===== src/rtl/ssd_scan_decoder.sv =====
// Receive-side decoder for a multiplexed, active-low seven-segment scan.
// Rebuilds the displayed hex value, flags bad slots and counts completed frames.
module ssd_scan_decoder #(
  parameter int N_DIGITS   = 4,
  parameter int SETTLE_CYC = 16,
  parameter int CNT_W      = 16
) (
  input  logic             Clk,
  input  logic             Reset,
  input  logic [7:0]       An,
  input  logic [7:0]       Cath,
  output logic [31:0]      digits,
  output logic [7:0]       digit_valid,
  output logic [7:0]       dp_lit,
  output logic             frame_done,
  output logic [CNT_W-1:0] frame_count,
  output logic             err_pattern,
  output logic             err_multi
);

  localparam int SC_W = $clog2(SETTLE_CYC);
  localparam logic [SC_W-1:0] SC_MAX = SC_W'(SETTLE_CYC - 1);

  // Returns {legal, value} for an abcdefg pattern where 0 means lit.
  function automatic logic [4:0] seg_decode(input logic [6:0] p);
    case (p)
      7'b0000001: seg_decode = 5'h10;
      7'b1001111: seg_decode = 5'h11;
      7'b0010010: seg_decode = 5'h12;
      7'b0000110: seg_decode = 5'h13;
      7'b1001100: seg_decode = 5'h14;
      7'b0100100: seg_decode = 5'h15;
      7'b0100000: seg_decode = 5'h16;
      7'b0001111: seg_decode = 5'h17;
      7'b0000000: seg_decode = 5'h18;
      7'b0000100: seg_decode = 5'h19;
      7'b0001000: seg_decode = 5'h1A;
      7'b1100000: seg_decode = 5'h1B;
      7'b0110001: seg_decode = 5'h1C;
      7'b1000010: seg_decode = 5'h1D;
      7'b0110000: seg_decode = 5'h1E;
      7'b0111000: seg_decode = 5'h1F;
      default:    seg_decode = 5'h00;
    endcase
  endfunction

  logic [15:0]         s1_q, s2_q;
  logic [SC_W-1:0]     cnt_q, cnt_d;
  logic                captured_q, captured_d;
  logic [N_DIGITS-1:0] seen_q, seen_d;
  logic [N_DIGITS-1:0] anode_low;
  logic [31:0]         digits_q, digits_d;
  logic [7:0]          valid_q, valid_d;
  logic [7:0]          dp_q, dp_d;
  logic                frame_done_q, frame_done_d;
  logic [CNT_W-1:0]    frame_count_q, frame_count_d;
  logic                err_pattern_q, err_pattern_d;
  logic                err_multi_q, err_multi_d;
  logic [3:0]          n_low;
  logic [4:0]          dec;
  logic                settled;
  logic                frame_fire;

  always_comb begin
    n_low = '0;
    for (int i = 0; i < N_DIGITS; i++) begin
      anode_low[i] = ~s2_q[8+i];
      n_low        = n_low + 4'(anode_low[i]);
    end
  end

  assign dec        = seg_decode(s2_q[7:1]);
  assign settled    = (cnt_q == SC_MAX) && !captured_q;
  assign frame_fire = &seen_q;

  always_comb begin
    cnt_d         = cnt_q;
    captured_d    = captured_q | settled;
    digits_d      = digits_q;
    valid_d       = valid_q;
    dp_d          = dp_q;
    err_pattern_d = 1'b0;
    err_multi_d   = 1'b0;
    frame_done_d  = frame_fire;
    frame_count_d = frame_count_q + CNT_W'(frame_fire);
    // A capture on the frame edge lands in the freshly cleared mask.
    seen_d        = frame_fire ? '0 : seen_q;

    if (s1_q != s2_q) begin
      cnt_d      = '0;
      captured_d = 1'b0;
    end else if (cnt_q != SC_MAX) begin
      cnt_d = cnt_q + 1'b1;
    end

    if (settled) begin
      if (n_low >= 4'd2) begin
        err_multi_d = 1'b1;
      end else if (n_low == 4'd1) begin
        for (int i = 0; i < N_DIGITS; i++) begin
          if (anode_low[i]) begin
            seen_d[i] = 1'b1;
            if (dec[4]) begin
              digits_d[4*i +: 4] = dec[3:0];
              valid_d[i]         = 1'b1;
              dp_d[i]            = ~s2_q[0];
            end else begin
              valid_d[i]    = 1'b0;
              err_pattern_d = 1'b1;
            end
          end
        end
      end
    end
  end

  always_ff @(posedge Clk or posedge Reset) begin
    if (Reset) begin
      s1_q          <= 16'hFFFF;
      s2_q          <= 16'hFFFF;
      cnt_q         <= '0;
      captured_q    <= 1'b0;
      seen_q        <= '0;
      digits_q      <= '0;
      valid_q       <= '0;
      dp_q          <= '0;
      frame_done_q  <= 1'b0;
      frame_count_q <= '0;
      err_pattern_q <= 1'b0;
      err_multi_q   <= 1'b0;
    end else begin
      s1_q          <= {An, Cath};
      s2_q          <= s1_q;
      cnt_q         <= cnt_d;
      captured_q    <= captured_d;
      seen_q        <= seen_d;
      digits_q      <= digits_d;
      valid_q       <= valid_d;
      dp_q          <= dp_d;
      frame_done_q  <= frame_done_d;
      frame_count_q <= frame_count_d;
      err_pattern_q <= err_pattern_d;
      err_multi_q   <= err_multi_d;
    end
  end

  assign digits      = digits_q;
  assign digit_valid = valid_q;
  assign dp_lit      = dp_q;
  assign frame_done  = frame_done_q;
  assign frame_count = frame_count_q;
  assign err_pattern = err_pattern_q;
  assign err_multi   = err_multi_q;

endmodule


===== config.mk =====
export PLATFORM = sky130hd
export DESIGN_NAME = ssd_scan_decoder
export DESIGN_NICKNAME = d
export VERILOG_FILES = /design/src/rtl/ssd_scan_decoder.sv
export SDC_FILE = /design/constraint.sdc
export NUM_CORES = 1
export LEC_CHECK = 0
export ABC_AREA = 1
export ABC_CLOCK_PERIOD_IN_PS = 3400
export BUFFER_PORTS_ARGS = -buffer_cell sky130_fd_sc_hd__buf_2
export CAP_MARGIN = 20
export CORE_MARGIN = 4
export CORE_UTILIZATION = 30
export DETAILED_ROUTE_END_ITERATION = 10
export PLACE_DENSITY = 0.49
export SKIP_CTS_REPAIR_TIMING = 1
export SLEW_MARGIN = 10
export SYNTH_ARGS = -nofsm -noshare
export SYNTH_HDL_FRONTEND = slang
export SYNTH_SLANG_ARGS = --single-unit

===== constraint.sdc =====
create_clock -name Clk -period 3.4 [get_ports Clk]
set_input_delay 0.68 -clock Clk [delete_from_list [all_inputs] [get_ports Clk]]
set_output_delay 0.68 -clock Clk [all_outputs]
set_load 0.01 [all_outputs]

==> Yosys cells after proc, flatten, opt, wreduce, memory -nomap -nowiden <==
Index checks and enable logic that the tools add are counted.
{ "totals": {"register_bits": 84, "latch_bits": 0, "ram_bits": 0, "romBits": 0, "input_bits": 18, "output_inout_bits": 67, "n_memories": 0} }
{ "op_classes": {"n_addsub": 5, "mul": 0, "div": 0, "n_lt_le_gt_ge": 1, "n_eq_ne": 19, "n_shift": 0, "muxes": 26, "bitwise": 7, "reduce_logical": 13} }
{ "op_table": {"columns": ["operator", "count"], "rows": [
  ["5-bit case mux with 16 select lines", 1],
  ["7-bit by 6-bit == test with 1-bit output (second input constant)", 5],
  ["7-bit == test (second input constant)", 4],
  ["4-bit 2-to-1 mux", 6],
  ["4-bit AND reduction", 5],
  ["5-bit AND reduction", 4],
  ["1-bit 2-to-1 mux", 19],
  ["16-bit by 1-bit adder with 16-bit output", 1],
  ["16-bit inequality test", 1],
  ["7-bit by 3-bit == test with 1-bit output (second input constant)", 2],
  ["7-bit by 4-bit == test with 1-bit output (second input constant)", 2],
  ["7-bit by 1-bit == test with 1-bit output (second input constant)", 1],
  ["7-bit by 5-bit == test with 1-bit output (second input constant)", 1],
  ["7-bit logical NOT", 1],
  ["1-bit NOT", 6],
  ["3-bit by 1-bit adder with 4-bit output", 1],
  ["4-bit by 1-bit adder with 4-bit output (second input constant)", 1],
  ["4-bit by 1-bit == test with 1-bit output (second input constant)", 1],
  ["4-bit == test (second input constant)", 1],
  ["4-bit by 2-bit greater-or-equal comparator with 1-bit output (second input constant)", 1],
  ["4-bit inequality test (second input constant)", 1],
  ["2-bit by 1-bit adder with 3-bit output", 1],
  ["1-bit by 1-bit adder with 2-bit output", 1],
  ["2-bit nonzero test", 1],
  ["other kinds (3)", 3]
]} }

==> Logic depth before layout (Yosys ltp) <==
Gate-level depths: netlist of run 1.
{ "depth": {"ltp_word": 13, "ltp_mapped": 12} }

==> Least setup slack after synthesis of run 1 <==
No wires, ideal clock.
{ "synth_path": {"kind": "register to register", "from": "reg s2_q[11]", "to": "reg digits_q[2], in the netlist digits[2]", "arrival_ns": 2.313, "required_ns": 3.283, "setup_slack_ns": 0.971, "path_stages_with_launch": 12, "path_buffers": 0, "period_less_slack_ns": 2.429, "path_cell_list": "dfstp_2 > fa_1 > inv_1 > ha_1 > inv_1 > ha_1 > nor2_1 > nand4_4 > nor2_4 > nand2_4 > nand2_1 > nand2_1"} }
{ "synth_via": {"elab_chain_cells": 5, "elab_cells_between_ends": 6, "classes_between": "add/sub (1); order compare (1); eq/ne (1); bitwise (2); reduce/logical (1)"} }
{ "synth_rtl": {"columns": ["element", "line_no", "source"], "rows": [
  ["start, declared", "47", "logic [15:0] s1_q, s2_q;"],
  ["start signal, assigned", "133", "s2_q <= s1_q;"],
  ["1-bit NOT (no line) *", null, null],
  ["3-bit by 1-bit adder with 4-bit output *", "68", "n_low = n_low + 4'(anode_low[i]);"],
  ["4-bit by 2-bit greater-or-equal comparator with 1-bit output", "97", "if (n_low >= 4'd2) begin"],
  ["1-bit NOT (no line)", null, null],
  ["5-bit AND reduction (no line) *", null, null],
  ["end signal, assigned", "137", "digits_q <= digits_d;"],
  ["end, declared", "52", "logic [31:0] digits_q, digits_d;"]
]} }
Mark *: on every way between the ends. The rest lies on a longest branch, timed or not.
A chain may end at the register's enable or synchronous reset.

==> Final worst setup path of run 1 <==
{ "layout_path": {"from": "reg s2_q[11]", "to": "reg dp_q[1], in the netlist dp_lit[1]"} }
{ "layout_via": {"elab_chain_cells": 5, "elab_cells_between_ends": 6, "classes_between": "add/sub (1); order compare (1); eq/ne (1); bitwise (2); reduce/logical (1)"} }
{ "layout_rtl": {"columns": ["element", "line_no", "source"], "rows": [
  ["1-bit NOT (no line) *", null, null],
  ["3-bit by 1-bit adder with 4-bit output *", "68", null],
  ["4-bit by 2-bit greater-or-equal comparator with 1-bit output", "97", null],
  ["1-bit NOT (no line)", null, null],
  ["5-bit AND reduction (no line) *", null, null],
  ["end signal, assigned", "139", "dp_q <= dp_d;"],
  ["end, declared", "54", "logic [7:0] dp_q, dp_d;"]
]} }
Marks and branches as above.

==> results of run 1 <==
==> through the flow <==
step           power (mW)  cells  hold WS [ns]  utilization  worst slack [ns]
2_1_floorplan       1.177    410        0.3540            -            0.6078
5_1_grt             2.158    629        0.3710       0.3691            0.4679
6_report            2.063    629        0.3662       0.3691            0.7111
3_5_place_dp        1.190    613        0.3584       0.3466            0.6847
4_1_cts             2.105    629        0.3665       0.3691            0.6777
3_3_place_gp        1.187    613        0.3572       0.3466            0.7801
==> power breakdown <==
part	leakage (nW)	total, mW	internal [mW]	switching (mW)
Combinational	1.26	0.114	0.0377	0.0762
Sequential	1.06	1.06	1.04	0.0207
Clock	0.137	0.892	0.533	0.360
Total	2.46	2.06	1.61	0.457
==> logic make-up (layout without fill, tap and decap cells) <==
family | count (synthesis) | after routing
xor+xnor | 29 | 29
other cells | 1 | 24
flops | 84 | 84
buf+inv | 61 | 112
compound gates | 11 | 11
simple gates | 194 | 194
fa+ha+maj | 7 | 7
==> how the worst min path moves through the flow <==
stage / end / slack [ns] / cells after the start
detailed placement: s2_q[12] / 0.36 / 0
finish: s2_q[12] / 0.37 / 0
CTS: s2_q[12] / 0.37 / 0
floorplan: s2_q[12] / 0.35 / 0
global route: s2_q[12] / 0.37 / 0
global placement: s2_q[12] / 0.36 / 0
==> layer usage <==
layer  vias up  wire length (um)
li1       1306                 -
met1      1187              3480
met2        68              3243
met3        10               460
met4         0               121
met5         -                 0
==> worst max-delay path: stages (launching register included) <==
cell     delay [ns]
dfstp_2        0.62
fa_1           0.44
inv_1          0.07
ha_1           0.17
inv_1          0.05
ha_1           0.29
nor2_1         0.19
nand4_4        0.25
nor2_4         0.26
nand2_4        0.10
nand2_1        0.09
nand2_1        0.05
==> flip-flops by register name, summed over array words and instances, names as in the netlist <==
signal / cells
digits: 16
frame_count: 16
s1_q: 16
s2_q: 16
cnt_q: 4
digit_valid: 4
dp_lit: 4
seen_q: 4
captured_q: 1
err_multi: 1
err_pattern: 1
frame_done: 1
==> layout make-up <==
type                    count  share of cell area
flip-flops and latches     84              0.4753
multi-input cells         265              0.3168
well taps                 168             0.04664
clock inverters             2            0.002221
inverters                  35             0.02943
repair buffers             61             0.07107
clock buffers              14             0.05858
==> layout by cell type, fill, tap and decap left out, types with 4 or more instances in the layout <==
| cell | n |
|---|---|
| nor2_2 | 5 |
| inv_1 | 29 |
| dfrtp_1 | 52 |
| xnor2_1 | 20 |
| nor3_1 | 4 |
| o21ai_0 | 6 |
| conb_1 | 24 |
| nand4_1 | 7 |
| nand2_4 | 4 |
| buf_2 | 60 |
| clkbuf_16 | 9 |
| inv_2 | 5 |
| xor2_1 | 9 |
| nor2_1 | 26 |
| dfstp_2 | 32 |
| nand2_1 | 107 |
| nand3_2 | 4 |
| nor2_4 | 5 |
| nand3_1 | 25 |
| ha_1 | 6 |
==> impl_results.md, run 1 <==
* Final antenna-violating net count at 0
* Cell variety after synth at 30
* Wire per inst at around 12 um
* DRT iter0 DRCs at about 150
* Clock slew at reported path FFs at approximately 0.05 ns
* M2 GR Usage at 0.1603
* Seq. cell area at between 2000 and 2500 um^2
* Post-synthesis average cell area at roughly 9.8 um^2
* Critical path endpoint category: flop
* Hold crit path type: flop to flop
* Area of the multi-input gates at between 1000 and 1500 um^2
* Met1 Resource Use GR at 0.1425
* H-Tree Depth at 3
* Synth top cells by count: nand2_1 (107), dfrtp_1 (52), dfstp_2 (32)
* Adder-cell share of the synthesized area at 0.02495
* GRT busiest layer: met2
* Gpl congestion at 0.7819
* Fin crit period at between 2 and 3 ns
* Critical Path Sink: dp_lit[1]
* Vias at 2571
* Worst Tran Pin Value at approximately 0.67 ns
* Setup violations, final at 0
* Top cells by area, synth: dfrtp_1 (34%), dfstp_2 (22%), nand2_1 (11%)
* Worst EP required at ~3.6 ns
* Pwr dens at roughly 460 nW/um^2
* Max-slew violation count at 0
* Row Count at 40
* Hpwl dp at between 5000 and 6000 um
* Routing usage on met3 at 0.03508
* Cells on worst reg2reg path at 11
* DR vias/cell at 4.087
* Simple-gate share of the synthesized area at 0.2436
* Area Overhead vs Synth at 18.25%
* Post-Route WL at roughly 7300 um
* CP Launch Type: flop
* Die area at roughly 15000 um^2
* Largest fanout on the critical path at 9
* Area fraction of the dominant cell type after synthesis at 0.3414
* First-pass GRT wire length at approximately 12000 um
* Hold_sp: s1_q[12]
* Die W at between 100 and 150 um
* Fill count at 1260
* CTS Sinks at 84
* Final Cycle Share at 0.7909
* LEAKAGE at ~2.5 nW
* Worst slew margin at 0.5558
* Max Clk Rate at 371.9 MHz
* Area leader, netlist: dfrtp_1
* Setup TNS at 0 ns
* Mapped Cells at slightly below 400
* Crit Reg-Reg Startpoint: s2_q[11]
* Top-count cell post-synth: nand2_1
* Worst Skew at slightly below 0.007 ns
* Final hold vios at 0
* Sequential fraction of the synthesis area at 0.5620
* Mux contribution to synthesized area at 0
* Layout Nets at 481
* Skew-Pair Late Insertion Delay at approximately 0.33 ns
* CP arrival at 2.91 ns
* YS warnings at 0
* Placed Instance Area at about 4200 um^2
* Die Y-Extent at roughly 120 um
* Layout cells sized above 1 at 0.2950
* Post-route DRC at 0
* Vias in the first global route at between 2000 and 3000
* CTS Buffer Depth at 2
* Inserted Clock Buffers at 9
* Internal reg-to-reg setup slack at slightly above 0.7 ns
* Clock root buffer: clkbuf_16
* Compound-Gate Fraction of Synth Area at 0.01576
* FFs w/ async S/R, synth at 1.000
* Synth Cell Area at 3811 um^2
* Grt ovf at 0
* Ys flop type: dfrtp_1
* RSZ-0062 raised after global routing: no
* Largest family of logic cells by synthesized area: simple AND/OR/NAND/NOR gates
* Largest net degree at the start of global routing at 46
* Io pins at 85
* Max-Cap Viols at 0
* Initial antenna violation count at 0
* Setup CP Type: flop to flop
* FF+latch count, synth at 84
* I/O Buffers at 60
* Worst R2R End: dp_lit[1]
* Status: complete, no violations
* Drt pass-1 iters at 4
* CP startpoint: s2_q[11]
* CTS tree: built
* Peak supply drop at 0.0002717 V
* Core area at between 10000 and 15000 um^2
* EDFF count, synth at 0
* GR Util All Layers at 0.1075
* Post-Synth XOR/XNOR Area at 0.06664
* Layout Cell Area excl Fill at approximately 4500 um^2
* Diode count at 0
* Starting Density at 0.3121
Note: power is estimated with default switching activity, not from simulation.
==> run 2: changes to the inputs <==
--- a/config.mk
+++ b/config.mk
@@ -6,7 +6,7 @@
 export NUM_CORES = 1
 export LEC_CHECK = 0
 export ABC_AREA = 1
-export ABC_CLOCK_PERIOD_IN_PS = 3400
+export ABC_CLOCK_PERIOD_IN_PS = 2610
 export BUFFER_PORTS_ARGS = -buffer_cell sky130_fd_sc_hd__buf_2
 export CAP_MARGIN = 20
 export CORE_MARGIN = 4
==> constraint.sdc (replaced) <==
create_clock -name Clk -period 2.61 [get_ports Clk]
set_input_delay 0.522 -clock Clk [delete_from_list [all_inputs] [get_ports Clk]]
set_output_delay 0.522 -clock Clk [all_outputs]
set_load 0.01 [all_outputs]
==> run 2 against run 1 <==
Design area rose by 1.7%; wire length rose by 4.8%; total power rose by 34%; first-iteration DRC count fell by 18%; worst hold slack got worse by 0.089 ns; critical path type unchanged.
==> impl_results.md, run 2 (synthesis results as in run 1) <==
* Post-Route WL at 7657 um (+4.8%)
* Hold crit path type: primary input to asynchronous set/reset pin
* Largest net degree at the start of global routing at 85 (+85%)
* Max Clk Rate at 413.4 MHz (+11%)
* DR vias/cell at 4.079 (-0.21%)
* Core area at 12210 um^2 (unchanged)
* CTS tree: built
* Max-slew violation count at 0 (unchanged)
* Most frequent cells in the layout: nand2_1 (105), buf_2 (60), dfrtp_1 (52)
* LEAKAGE at 2.485 nW (+1.1%)
* Die W at 120.7 um (unchanged)
* Routing usage on met3 at 0.03695 (+0.001871)
* CTS Sinks at 84 (unchanged)
* Post-place setup slack at 0.02844 ns (-0.6563 ns)
* Layout Nets at 487 (+1.2%)
* Setup CP Type: flop to flop
* Diode count at 0 (unchanged)
* Die Y-Extent at 120.7 um (unchanged)
* CP arrival at 2.64 ns (-0.27 ns)
* Vias in the first global route at 2571 (+2.0%)
* Internal reg-to-reg setup slack at 0.19 ns (-0.52 ns)
* Largest fanout on the critical path at 7 (-2)
* Setup TNS at 0 ns (unchanged)
* H-Tree Depth at 3 (unchanged)
* Worst slew margin at 0.6400 (+0.08417)
* Grt ovf at 0 (unchanged)
* Inserted Clock Buffers at 9 (unchanged)
* Io pins at 85 (unchanged)
* Wire per inst at 12.06 um (+3.8%)
* Worst Skew at 0.006793 ns (-0.00003597 ns)
* Clock slew at reported path FFs at 0.06 ns (about the same)
* Drt pass-1 iters at 4 (unchanged)
* Finished Core Util at 0.3753 (+0.006250)
* Die area at 14570 um^2 (unchanged)
* Gpl congestion at 0.8205 (+4.9%)
* Peak supply drop at 0.0004327 V (+59%)
* Post-route DRC at 0 (unchanged)
* Clock root buffer: clkbuf_16
* Crit Reg-Reg Startpoint: s2_q[9]
* DRT iter0 DRCs at 122 (-18%)
* Worst Tran Pin Value at 0.5394 ns (-0.1261 ns)
* Status: complete, no violations
* Critical path endpoint category: flop
* GR Util All Layers at 0.1114 (+0.003943)
* Max-Cap Viols at 0 (unchanged)
* Cells on worst reg2reg path at 11 (unchanged)
* Area of the multi-input gates at 1448 um^2 (+1.4%)
* First-pass GRT wire length at 12640 um (+3.2%)
* I/O Buffers at 60 (unchanged)
* Hpwl dp at 5564 um (+0.76%)
* Initial antenna violation count at 0 (unchanged)
* Setup violations, final at 0 (unchanged)
* Final hold slack at 0.2775 ns (-0.08860 ns)
* Final Cycle Share at 0.9267 (+0.1359)
* CTS Buffer Depth at 2 (unchanged)
* Seq. cell area at 2142 um^2 (unchanged)
* Skew-Pair Late Insertion Delay at 0.34 ns (about the same)
* Pwr dens at 602.1 nW/um^2 (+32%)
* CP Launch Type: flop
* GRT busiest layer: met2
* Post-route setup slack at 0.1912 ns (-0.5199 ns)
* Met1 Resource Use GR at 0.1428 (+0.0002538)
* Most common cell after layout, fill and taps aside: nand2_1
* Fin crit period at 2.419 ns (-0.2701 ns)
* Area Overhead vs Synth at 20.26%
* Layout cells sized above 1 at 0.3148 (+0.01976)
* Starting Density at 0.3121 (unchanged)
* Vias at 2590 (+0.74%)
* Final antenna-violating net count at 0 (unchanged)
* Row Count at 40 (unchanged)
* Final hold vios at 0 (unchanged)
* Worst EP required at 2.83 ns (-0.79 ns)
* Worst R2R End: digits[0]
* Fill count at 1250 (-0.79%)
* Pwr Total at 2.759 mW (+34%)
* M2 GR Usage at 0.1715 (+0.01118)
-- run 2: cell count changes in the layout (fill, tap and decap cells not counted), sizes merged --
cell      before  now
buf           61   66
clkbuf        14   12
clkinvlp       0    2
bufinv         0    1
-- run 2: worst max-delay path by stage --
| stage | endpoint | cells past startpoint | from | slack [ns] |
|---|---|---|---|---|
| after detailed placement | digits[6] | 11 | s2_q[9] | 0.03 |
| after global placement | digits[6] | 11 | s2_q[9] | 0.12 |
| after floorplan | digits[2] | 11 | s2_q[11] | 0.18 |
| final | digits[0] | 11 | s2_q[9] | 0.19 |
| after CTS | digits[4] | 11 | s2_q[9] | 0.02 |
| after global routing | digits[0] | 11 | s2_q[9] | -0.01 |
-- run 2: critical path: stages, from the launching register on --
cell and delay [ns]:
dfstp_2 0.54, fa_1 0.41, inv_1 0.06, ha_1 0.16, inv_1 0.07, ha_4 0.22
nor2_2 0.13, nand4_4 0.22, nor2_4 0.27, nand2_4 0.10, nand2_1 0.09, nand2_1 0.04
-- run 2: power breakdown --
group | internal, mW | total, mW | switching, mW
clock network | 0.736 | 1.22 | 0.487
logic | 0.0567 | 0.164 | 0.107
registers | 1.35 | 1.37 | 0.0235
-- run 2: area by class of cell --
type / instances / share of cell area
Multi-Input combinational cell: 265 / 0.3159
Clock inverter: 5 / 0.01147
Tap cell: 168 / 0.04586
Sequential cell: 84 / 0.4674
Timing Repair Buffer: 67 / 0.07917
Inverter: 35 / 0.02948
Clock buffer: 11 / 0.05078
-- run 2: routing by layer --
metal | wire length, um | vias up
li1 | - | 1315
met1 | 3570 | 1200
met2 | 3540 | 70
met3 | 458 | 5
met4 | 87 | 0
met5 | 0 | -
-- run 2: metrics by stage --
stage	std cells	instance area (um^2)
3_5_place_dp	616	4258
5_1_grt	635	4583
6_report	635	4583
3_3_place_gp	616	4258
2_1_floorplan	410	3901
4_1_cts	632	4543
